`src/rtl/mesh_term_ingress.sv`:
```
// Terminal-to-mesh ingress buffer: circular FIFO with first-word-fall-through head.
// Optional MESH_ADDR_CHECK_EN rejects non-broadcast pushes addressed outside the mesh.
module mesh_term_ingress #(
  parameter int          PCKG_SZ    = 40,
  parameter int          FIFO_DEPTH = 4,
  parameter int          ROWS       = 4,
  parameter int          COLUMS     = 4,
  parameter logic [7:0]  BDCST      = 8'hFF
) (
  input  logic                              clk,
  input  logic                              reset,
  input  logic                              push,
  input  logic [PCKG_SZ-1:0]                data_in,
  input  logic                              popin,
  output logic                              pndng,
  output logic [PCKG_SZ-1:0]                data_out,
  output logic                              full,
  output logic [$clog2(FIFO_DEPTH+1)-1:0]   count,
  output logic                              bdcst_head,
  output logic                              ovf,
  output logic                              udf,
  output logic [15:0]                       drop_cnt,
  output logic                              err_addr
);
  localparam int PW = (FIFO_DEPTH > 1) ? $clog2(FIFO_DEPTH) : 1;
`ifdef MESH_ADDR_CHECK_EN
  localparam bit ADDR_CHK = 1'b1;
`else
  localparam bit ADDR_CHK = 1'b0;
`endif

  logic [PCKG_SZ-1:0] mem [FIFO_DEPTH];
  logic [PW-1:0]      wptr, rptr;
  logic [PCKG_SZ-1:0] head;
  logic [3:0]         hrow, hcol;
  logic               range_bad, addr_bad, wr, rd, drop;

  function automatic logic [PW-1:0] nxt(input logic [PW-1:0] p);
    return (p == PW'(FIFO_DEPTH-1)) ? '0 : p + 1'b1;
  endfunction

  assign hrow      = data_in[PCKG_SZ-9:PCKG_SZ-12];
  assign hcol      = data_in[PCKG_SZ-13:PCKG_SZ-16];
  assign range_bad = (int'(hrow) > ROWS+1) || (int'(hcol) > COLUMS+1);
  // broadcasts bypass the range check
  assign addr_bad  = ADDR_CHK && (data_in[PCKG_SZ-1:PCKG_SZ-8] != BDCST) && range_bad;

  assign pndng      = (count != '0);
  assign full       = (count == ($clog2(FIFO_DEPTH+1))'(FIFO_DEPTH));
  assign head       = mem[rptr];
  assign data_out   = pndng ? head : '0;
  assign bdcst_head = pndng && (head[PCKG_SZ-1:PCKG_SZ-8] == BDCST);

  // a pop in the same cycle frees the slot, so a full buffer still accepts
  assign rd   = popin && pndng;
  assign wr   = push && !addr_bad && (!full || popin);
  assign drop = push && !wr;

  always_ff @(posedge clk) begin
    if (wr) mem[wptr] <= data_in;
  end

  always_ff @(posedge clk) begin
    if (reset) begin
      wptr     <= '0;
      rptr     <= '0;
      count    <= '0;
      ovf      <= 1'b0;
      udf      <= 1'b0;
      drop_cnt <= '0;
      err_addr <= 1'b0;
    end else begin
      err_addr <= push && addr_bad;
      if (wr) wptr <= nxt(wptr);
      if (rd) rptr <= nxt(rptr);
      if (wr && !rd)      count <= count + 1'b1;
      else if (rd && !wr) count <= count - 1'b1;
      if (push && full && !popin) ovf <= 1'b1;
      if (popin && !pndng)        udf <= 1'b1;
      if (drop && drop_cnt != 16'hFFFF) drop_cnt <= drop_cnt + 16'd1;
    end
  end
endmodule

```
`config.mk`:
```
export PLATFORM = sky130hd
export DESIGN_NAME = mesh_term_ingress
export DESIGN_NICKNAME = d
export VERILOG_FILES = /design/src/rtl/mesh_term_ingress.sv
export SDC_FILE = /design/constraint.sdc
export NUM_CORES = 1
export LEC_CHECK = 0
export CAP_MARGIN = 25
export CORE_MARGIN = 2
export CORE_UTILIZATION = 45
export CTS_CLUSTER_DIAMETER = 30
export DETAILED_ROUTE_END_ITERATION = 10
export GPL_ROUTABILITY_DRIVEN = 1
export HOLD_SLACK_MARGIN = 0.06
export PLACE_DENSITY = 0.68
export SLEW_MARGIN = 20
export SYNTH_ARGS = -nofsm -noshare
export SYNTH_HDL_FRONTEND = slang
export SYNTH_SLANG_ARGS = --single-unit
```
`constraint.sdc`:
```
create_clock -name clk -period 4.6 [get_ports clk]
set_input_delay 0.92 -clock clk [delete_from_list [all_inputs] [get_ports clk]]
set_output_delay 0.92 -clock clk [all_outputs]
set_load 0.05 [all_outputs]
```
==> results of run 1 <==
==> state kept, by name, summed over array words and instances, names as in the netlist, named ones only <==
register  count
mem         160
rptr          2
udf           1
wptr          2
ovf           1
count         3
drop_cnt     16
==> stage by stage <==
stage | total power [mW] | setup slack, ps | hold slack, ps | cells
floorplan | 3.54 | 977 | 454 | 415
global placement | 4.20 | 826 | 452 | 732
detailed placement | 4.23 | 1080 | 471 | 732
CTS | 5.48 | 611 | 491 | 764
global route | 5.63 | 522 | 526 | 765
finish | 5.42 | 699 | 479 | 765
==> area by class of cell <==
type | count | area [um2]
clock buffers | 22 | 444
clock inverters | 10 | 52.6
fillers | 1290 | 7050
inverters | 7 | 26.3
multi-input cells | 202 | 1990
flip-flops and latches | 187 | 5350
well taps | 220 | 275
repair buffers | 117 | 1150
==> worst max path at each step <==
stage | start | endpoint
after floorplan | flip-flop | bdcst_head
after global placement | count[0] | data_out[35]
after detailed placement | flip-flop | data_out[30]
after CTS | flip-flop | data_out[30]
after global routing | flip-flop | data_out[24]
final | flip-flop | data_out[30]
==> cells in the mapped netlist, types with 2 or more instances <==
| cell | number |
|---|---|
| edfxtp_1 | 160 |
| and2_1 | 44 |
| mux4_2 | 40 |
| dfxtp_1 | 27 |
| nor2_1 | 13 |
| a21oi_1 | 12 |
| clkbuf_1 | 10 |
| ha_1 | 7 |
| inv_1 | 7 |
| nand3_1 | 7 |
| nand4_1 | 7 |
| nor3_1 | 7 |
| nand2_1 | 6 |
| and3_1 | 5 |
| buf_2 | 5 |
| nor2b_1 | 5 |
| or3_1 | 5 |
| mux2_2 | 4 |
| mux2i_1 | 4 |
| o21ai_0 | 4 |
| a211oi_1 | 3 |
| and4_1 | 3 |
| buf_1 | 3 |
| o31ai_1 | 3 |
| a31oi_1 | 2 |
| nand2b_1 | 2 |
| or4_1 | 2 |
| xor2_1 | 2 |
==> layer usage <==
| layer | vias to the layer above | share of wire | GRT usage |
|---|---|---|---|
| met5 | - | 0.00084 | 0 |
| met4 | 2 | 0.0096 | 0.0538 |
| met3 | 10 | 0.058 | 0.0552 |
| met2 | 123 | 0.50 | 0.272 |
| met1 | 2076 | 0.44 | 0.220 |
| li1 | 1873 | - | - |
==> cells in the final DEF, fill, tap and decap left out, drive strengths merged, types with 4 or more instances in the layout <==
master | Yosys | routed
nor2b | 5 | 5
buf | 9 | 10
edfxtp | 160 | 160
a21oi | 12 | 12
nor3 | 7 | 7
and2 | 45 | 45
clkinv | 0 | 8
ha | 7 | 7
or3 | 5 | 5
mux4 | 40 | 40
nor2 | 13 | 13
inv | 7 | 7
nand3 | 7 | 7
dfxtp | 27 | 27
clkdlybuf4s50 | 0 | 107
mux2i | 4 | 4
nand4 | 7 | 7
o21ai | 4 | 4
and3 | 5 | 5
clkbuf | 10 | 22
mux2 | 4 | 4
nand2 | 6 | 6
and4 | 4 | 4
==> worst max-delay path: stages, from the launching register on <==
cell	delay, ps
dfxtp_4	640
buf_4	440
mux4_2	560
and2_1	180
clkdlybuf4s50_1	700
==> power by group through the flow <==
| stage | sequential (mW) | clock [mW] | combinational, mW |
|---|---|---|---|
| finish | 2.09 | 1.24 | 2.08 |
| global route | 2.11 | 1.35 | 2.17 |
| CTS | 2.10 | 1.29 | 2.10 |
| detailed placement | 2.13 | 0 | 2.10 |
| global placement | 2.12 | 0 | 2.08 |
| floorplan | 2.12 | 0 | 1.42 |
==> logic make-up after synthesis <==
logic type / synth area share
compound gates: 0.0219
xor+xnor: 0.00235
fa+ha+maj: 0.0145
buf+inv: 0.0145
flops: 0.718
mux: 0.133
other cells: 0.000504
simple gates: 0.0954
==> summary.md, run 1 <==
| Metric | Value |
|---|---|
| Initial Util | `0.455` |
| Placer Congestion | `0.856` |
| Worst r2r path cells | `9` |
| # DRC | `0` |
| Pwr Density | `583 nW/um2` |
| CP arrival | `2980 ps` |
| Synth Warn # | `0` |
| Via Count | `4084` |
| Avg Cell Area, Syn | `17.9 um2` |
| Max rail drop VDD | `0.000325 V` |
| Slew of the pin with the lowest slew margin | `710 ps` |
| Sequential area share after synthesis | `0.718` |
| Post-cts hold buffer count | `0` |
| Top-area cell type share of the netlist area | `0.646` |
| Reg2reg setup slack | `1560 ps` |
| CTS H-tree depth | `4` |
| Post-synth ARST share | `0` |
| Fin. max-slew vios | `0` |
| IO Pins | `109` |
| Die ar. | `17600 um2` |
| Dominant synthesized flop cell | `edfxtp_1` |
| Number of global-route vias before repair | `4235` |
| Sink Count | `187` |
| Int Power | `3.43 mW` |
| # setup viols final | `0` |
| Clock Latency Late Sink | `420 ps` |
| Worst-path clk slew | `60 ps` |
| CTS buffer count | `17` |
| Vias per inst | `5.34` |
| Status | `completed` |
| DRT Wirelength | `14200 um` |
| # diodes | `0` |
| PostCTS Resize Cnt | `0` |
| Crit Path Class | `reg -> out` |
| CTS Buffer Depth | `2` |
| Setup TNS | `0 ps` |
| Die width | `133 um` |
| Library cells used by synthesis | `44` |
| Post-synth EDFFs | `160` |
| Core area | `16300 um2` |
| Post-DP Area | `8780 um2` |
| Largest net degree at the start of global routing | `44` |
| Pre-antenna DRT Iters | `5` |
| Syn-to-layout area delta | `24.9%` |
| First-pass GRT wire length | `22500 um` |
| Min Tclk post-route | `3900 ps` |
| HPWL after DPL | `8930 um` |
| Switching Fraction | `0.366` |
| WL/cell | `18.6 um` |
| Top cells by area, synth | `edfxtp_1 65%, mux4_2 12%, dfxtp_1 7.3%, and2_1 3.7%, ha_1 1.2%` |
| Cell area after layout | `9290 um2` |
| Worst Skew | `7.95 ps` |
| Fin. Hold Viols | `0` |
| Total track usage | `0.169` |
| Fmax achieved | `256 MHz` |
| Yosys reg bits | `187` |
| Initial drt markers | `316` |
| Seq pwr share | `0.386` |
| Mapped Nets | `467` |
| Worst path required time | `3680 ps` |
| Share of layout cells above drive strength 1 | `0.161` |
| TritonCTS clock tree | `yes` |
| Layout net count | `584` |
| Unrepaired setup endpoints after global routing | `no` |
| Area leader, netlist | `edfxtp_1` |
| Mapped Cells | `415` |
| Combinational group share of total power | `0.385` |
| Count of input and output buffers | `107` |
| WHS Path Cells | `2` |
| R2r startpoint | `count[0]` |
| Crit end category | `output pin` |
| Rows | `47` |
| Hold path endpoint | `udf` |
| MaxCap Viol Count | `0` |
| Total grt overflow | `0` |
| Slew headroom | `0.526` |
| Leak pwr | `2.99 nW` |
| Hold Startpoint | `udf` |
| Post-route ant nets | `0` |
| Final Core Density | `0.568` |
| Crit path launch type | `flip-flop` |
| Mapped Area | `7440 um2` |
| Hold/Removal Path Class | `reg -> reg` |
| Clock root buffer | `clkbuf_16` |
| Antenna violations before repair | `1` |
| Clock network power share | `0.229` |
| CP max FO | `23` |
| Worst R2R End | `count[2]` |
| Die Y | `133 um` |
| Net Switching | `1.98 mW` |
| Post-CTS setup repair buffer count | `0` |
| Final Cycle Share | `0.848` |
(Power assumes the default switching activity.)
==> run 2: changes to the inputs <==
PLACE_DENSITY = 0.71   (was 0.68)
clock period = 3.4 ns   (was 4.6 ns; I/O delays follow)
==> run 2 against run 1 <==
- first-iteration DRC count fell by 19%
- clock power increased by 48%
- sequential share of layout area fell by 0.14 points
- final area up 0.24%
- global-route usage is 0.055 points lower
- utilization grew 0.14 points
- largest cell class unchanged
- highest routed layer unchanged
==> summary.md, run 2 (synthesis gave the netlist of run 1 again) <==
| Metric | Value |
|---|---|
| Layout net count | `584` |
| Initial drt markers | `255` |
| Status | `completed` |
| Share of layout cells above drive strength 1 | `0.250` |
| Cell area after layout | `9320 um2` |
| Slew headroom | `0.415` |
| CTS Buffer Depth | `2` |
| Total grt overflow | `0` |
| Syn-to-layout area delta | `25.2%` |
| Unrepaired setup endpoints after global routing | `no` |
| FILL cells | `1298` |
| Pwr Density | `797 nW/um2` |
| Hold/Removal Path Class | `reg -> reg` |
| R2r startpoint | `count[0]` |
| Core area | `16300 um2` |
| Setup TNS | `0 ps` |
| Initial Util | `0.455` |
| Fmax achieved | `318 MHz` |
| Post-cts hold buffer count | `0` |
| CP arrival | `2460 ps` |
| Clock Latency Late Sink | `430 ps` |
| Die Y | `133 um` |
| Total track usage | `0.168` |
| Slew of the pin with the lowest slew margin | `875 ps` |
| Worst-path clk slew | `60 ps` |
| Fin. max-slew vios | `0` |
| Rows | `47` |
| PostCTS Resize Cnt | `0` |
| TritonCTS clock tree | `yes` |
| Top flop regs | `mem: 160 flops, drop_cnt: 16 flops, count: 3 flops` |
| # setup viols final | `0` |
| CTS H-tree depth | `4` |
| Vias per inst | `5.32` |
| Via Count | `4073` |
| Post-DP Area | `8760 um2` |
| DRT Wirelength | `14000 um` |
| End of the critical path | `data_out[9]` |
| Placer Congestion | `0.851` |
| Die ar. | `17600 um2` |
| Placed cell count | `733` |
| Largest net degree at the start of global routing | `41` |
| Most frequent cells in the layout | `160 x edfxtp_1, 65 x clkdlybuf4s50_1, 46 x buf_4` |
| Clock root buffer | `clkbuf_16` |
| # DRC | `0` |
| Post-CTS setup repair buffer count | `0` |
| Leak pwr | `3.10 nW` |
| Worst Skew | `10.5 ps` |
| Max reg flops | `160` |
| Final Cycle Share | `0.924` |
| # diodes | `0` |
| CP max FO | `26` |
| Most common cell after layout, fill and taps aside | `edfxtp_1` |
| Crit path launch type | `flip-flop` |
| Final hold slack | `485 ps` |
| Antenna violations before repair | `1` |
| First-pass GRT wire length | `22400 um` |
| Worst r2r path cells | `9` |
| IO Pins | `109` |
| Crit end category | `output pin` |
| Die width | `133 um` |
| Crit path from | `count[0]` |
| Fin. Hold Viols | `0` |
| CTS buffer count | `17` |
| Crit Path Class | `reg -> out` |
| HPWL after DPL | `8960 um` |
| Hold Startpoint | `rptr[1]` |
| Min Tclk post-route | `3140 ps` |
| Worst path required time | `2720 ps` |
| Worst R2R End | `count[2]` |
| Number of global-route vias before repair | `4170` |
| Sink Count | `187` |
| Post-route ant nets | `0` |
| Pre-antenna DRT Iters | `4` |
| Non-filler instance count after layout | `765` |
| Max rail drop VDD | `0.000415 V` |
| Reg with most FFs | `mem` |
| Count of input and output buffers | `107` |
| Reg2reg setup slack | `420 ps` |
| Final Core Density | `0.570` |
| WL/cell | `18.3 um` |
| MaxCap Viol Count | `0` |
-- run 2: changes by cell type in the layout (fill, tap and decap cells not counted), moves of 2 or more --
cell	before	now
clkdlybuf4s50_1	107	65
clkinv_2	2	6
buf_12	0	6
clkbuf_1	5	0
bufinv_16	0	2
clkinv_1	5	3
buf_4	9	46
-- run 2: routing by layer --
metal / part of all wire / wire (um) / global-route usage / vias to the layer above
met5: 0.00093 / 13 / 0 / -
met4: 0.014 / 191 / 0.0627 / 2
met3: 0.059 / 831 / 0.0548 / 19
met2: 0.50 / 7020 / 0.276 / 108
met1: 0.43 / 5970 / 0.211 / 2070
li1: - / - / - / 1874
-- run 2: worst min path at each step --
stage,endpoint,slack [ps],cells past startpoint
3_3_place_gp,ovf,460,2
3_5_place_dp,ovf,470,2
5_1_grt,flip-flop,510,2
4_1_cts,flip-flop,480,2
6_report,flip-flop,480,2
2_1_floorplan,flip-flop,450,2
-- run 2: power breakdown --
part / internal, mW / total [mW] / switching, mW
logic: 0.971 / 2.74 / 1.77
registers: 2.69 / 2.84 / 0.154
clock network: 1.06 / 1.84 / 0.778
total: 4.72 / 7.42 / 2.70
-- run 2: worst max-delay path: stages (launching register included) --
cell and delay, ps:
dfxtp_1 400, nor3_1 500, inv_1 430, buf_4 340
and2_1 170, buf_4 180
-- run 2: per-stage QoR --
step / worst slack, ps / power, mW
after global placement: 408 / 5.62
after floorplan: 17.0 / 4.79
final: 260 / 7.42
after global routing: 152 / 7.73
after CTS: 229 / 7.51
after detailed placement: 296 / 5.67
-- run 2: final cells by class --
type                    instances  area (um2)  share of cell area
flip-flops and latches        187        5350               0.574
multi-input cells             202        1990               0.214
repair buffers                117        1120               0.120
clock buffers                  17         425              0.0457
well taps                     220         275              0.0295
clock inverters                15         131              0.0141
inverters                       7        26.3             0.00282
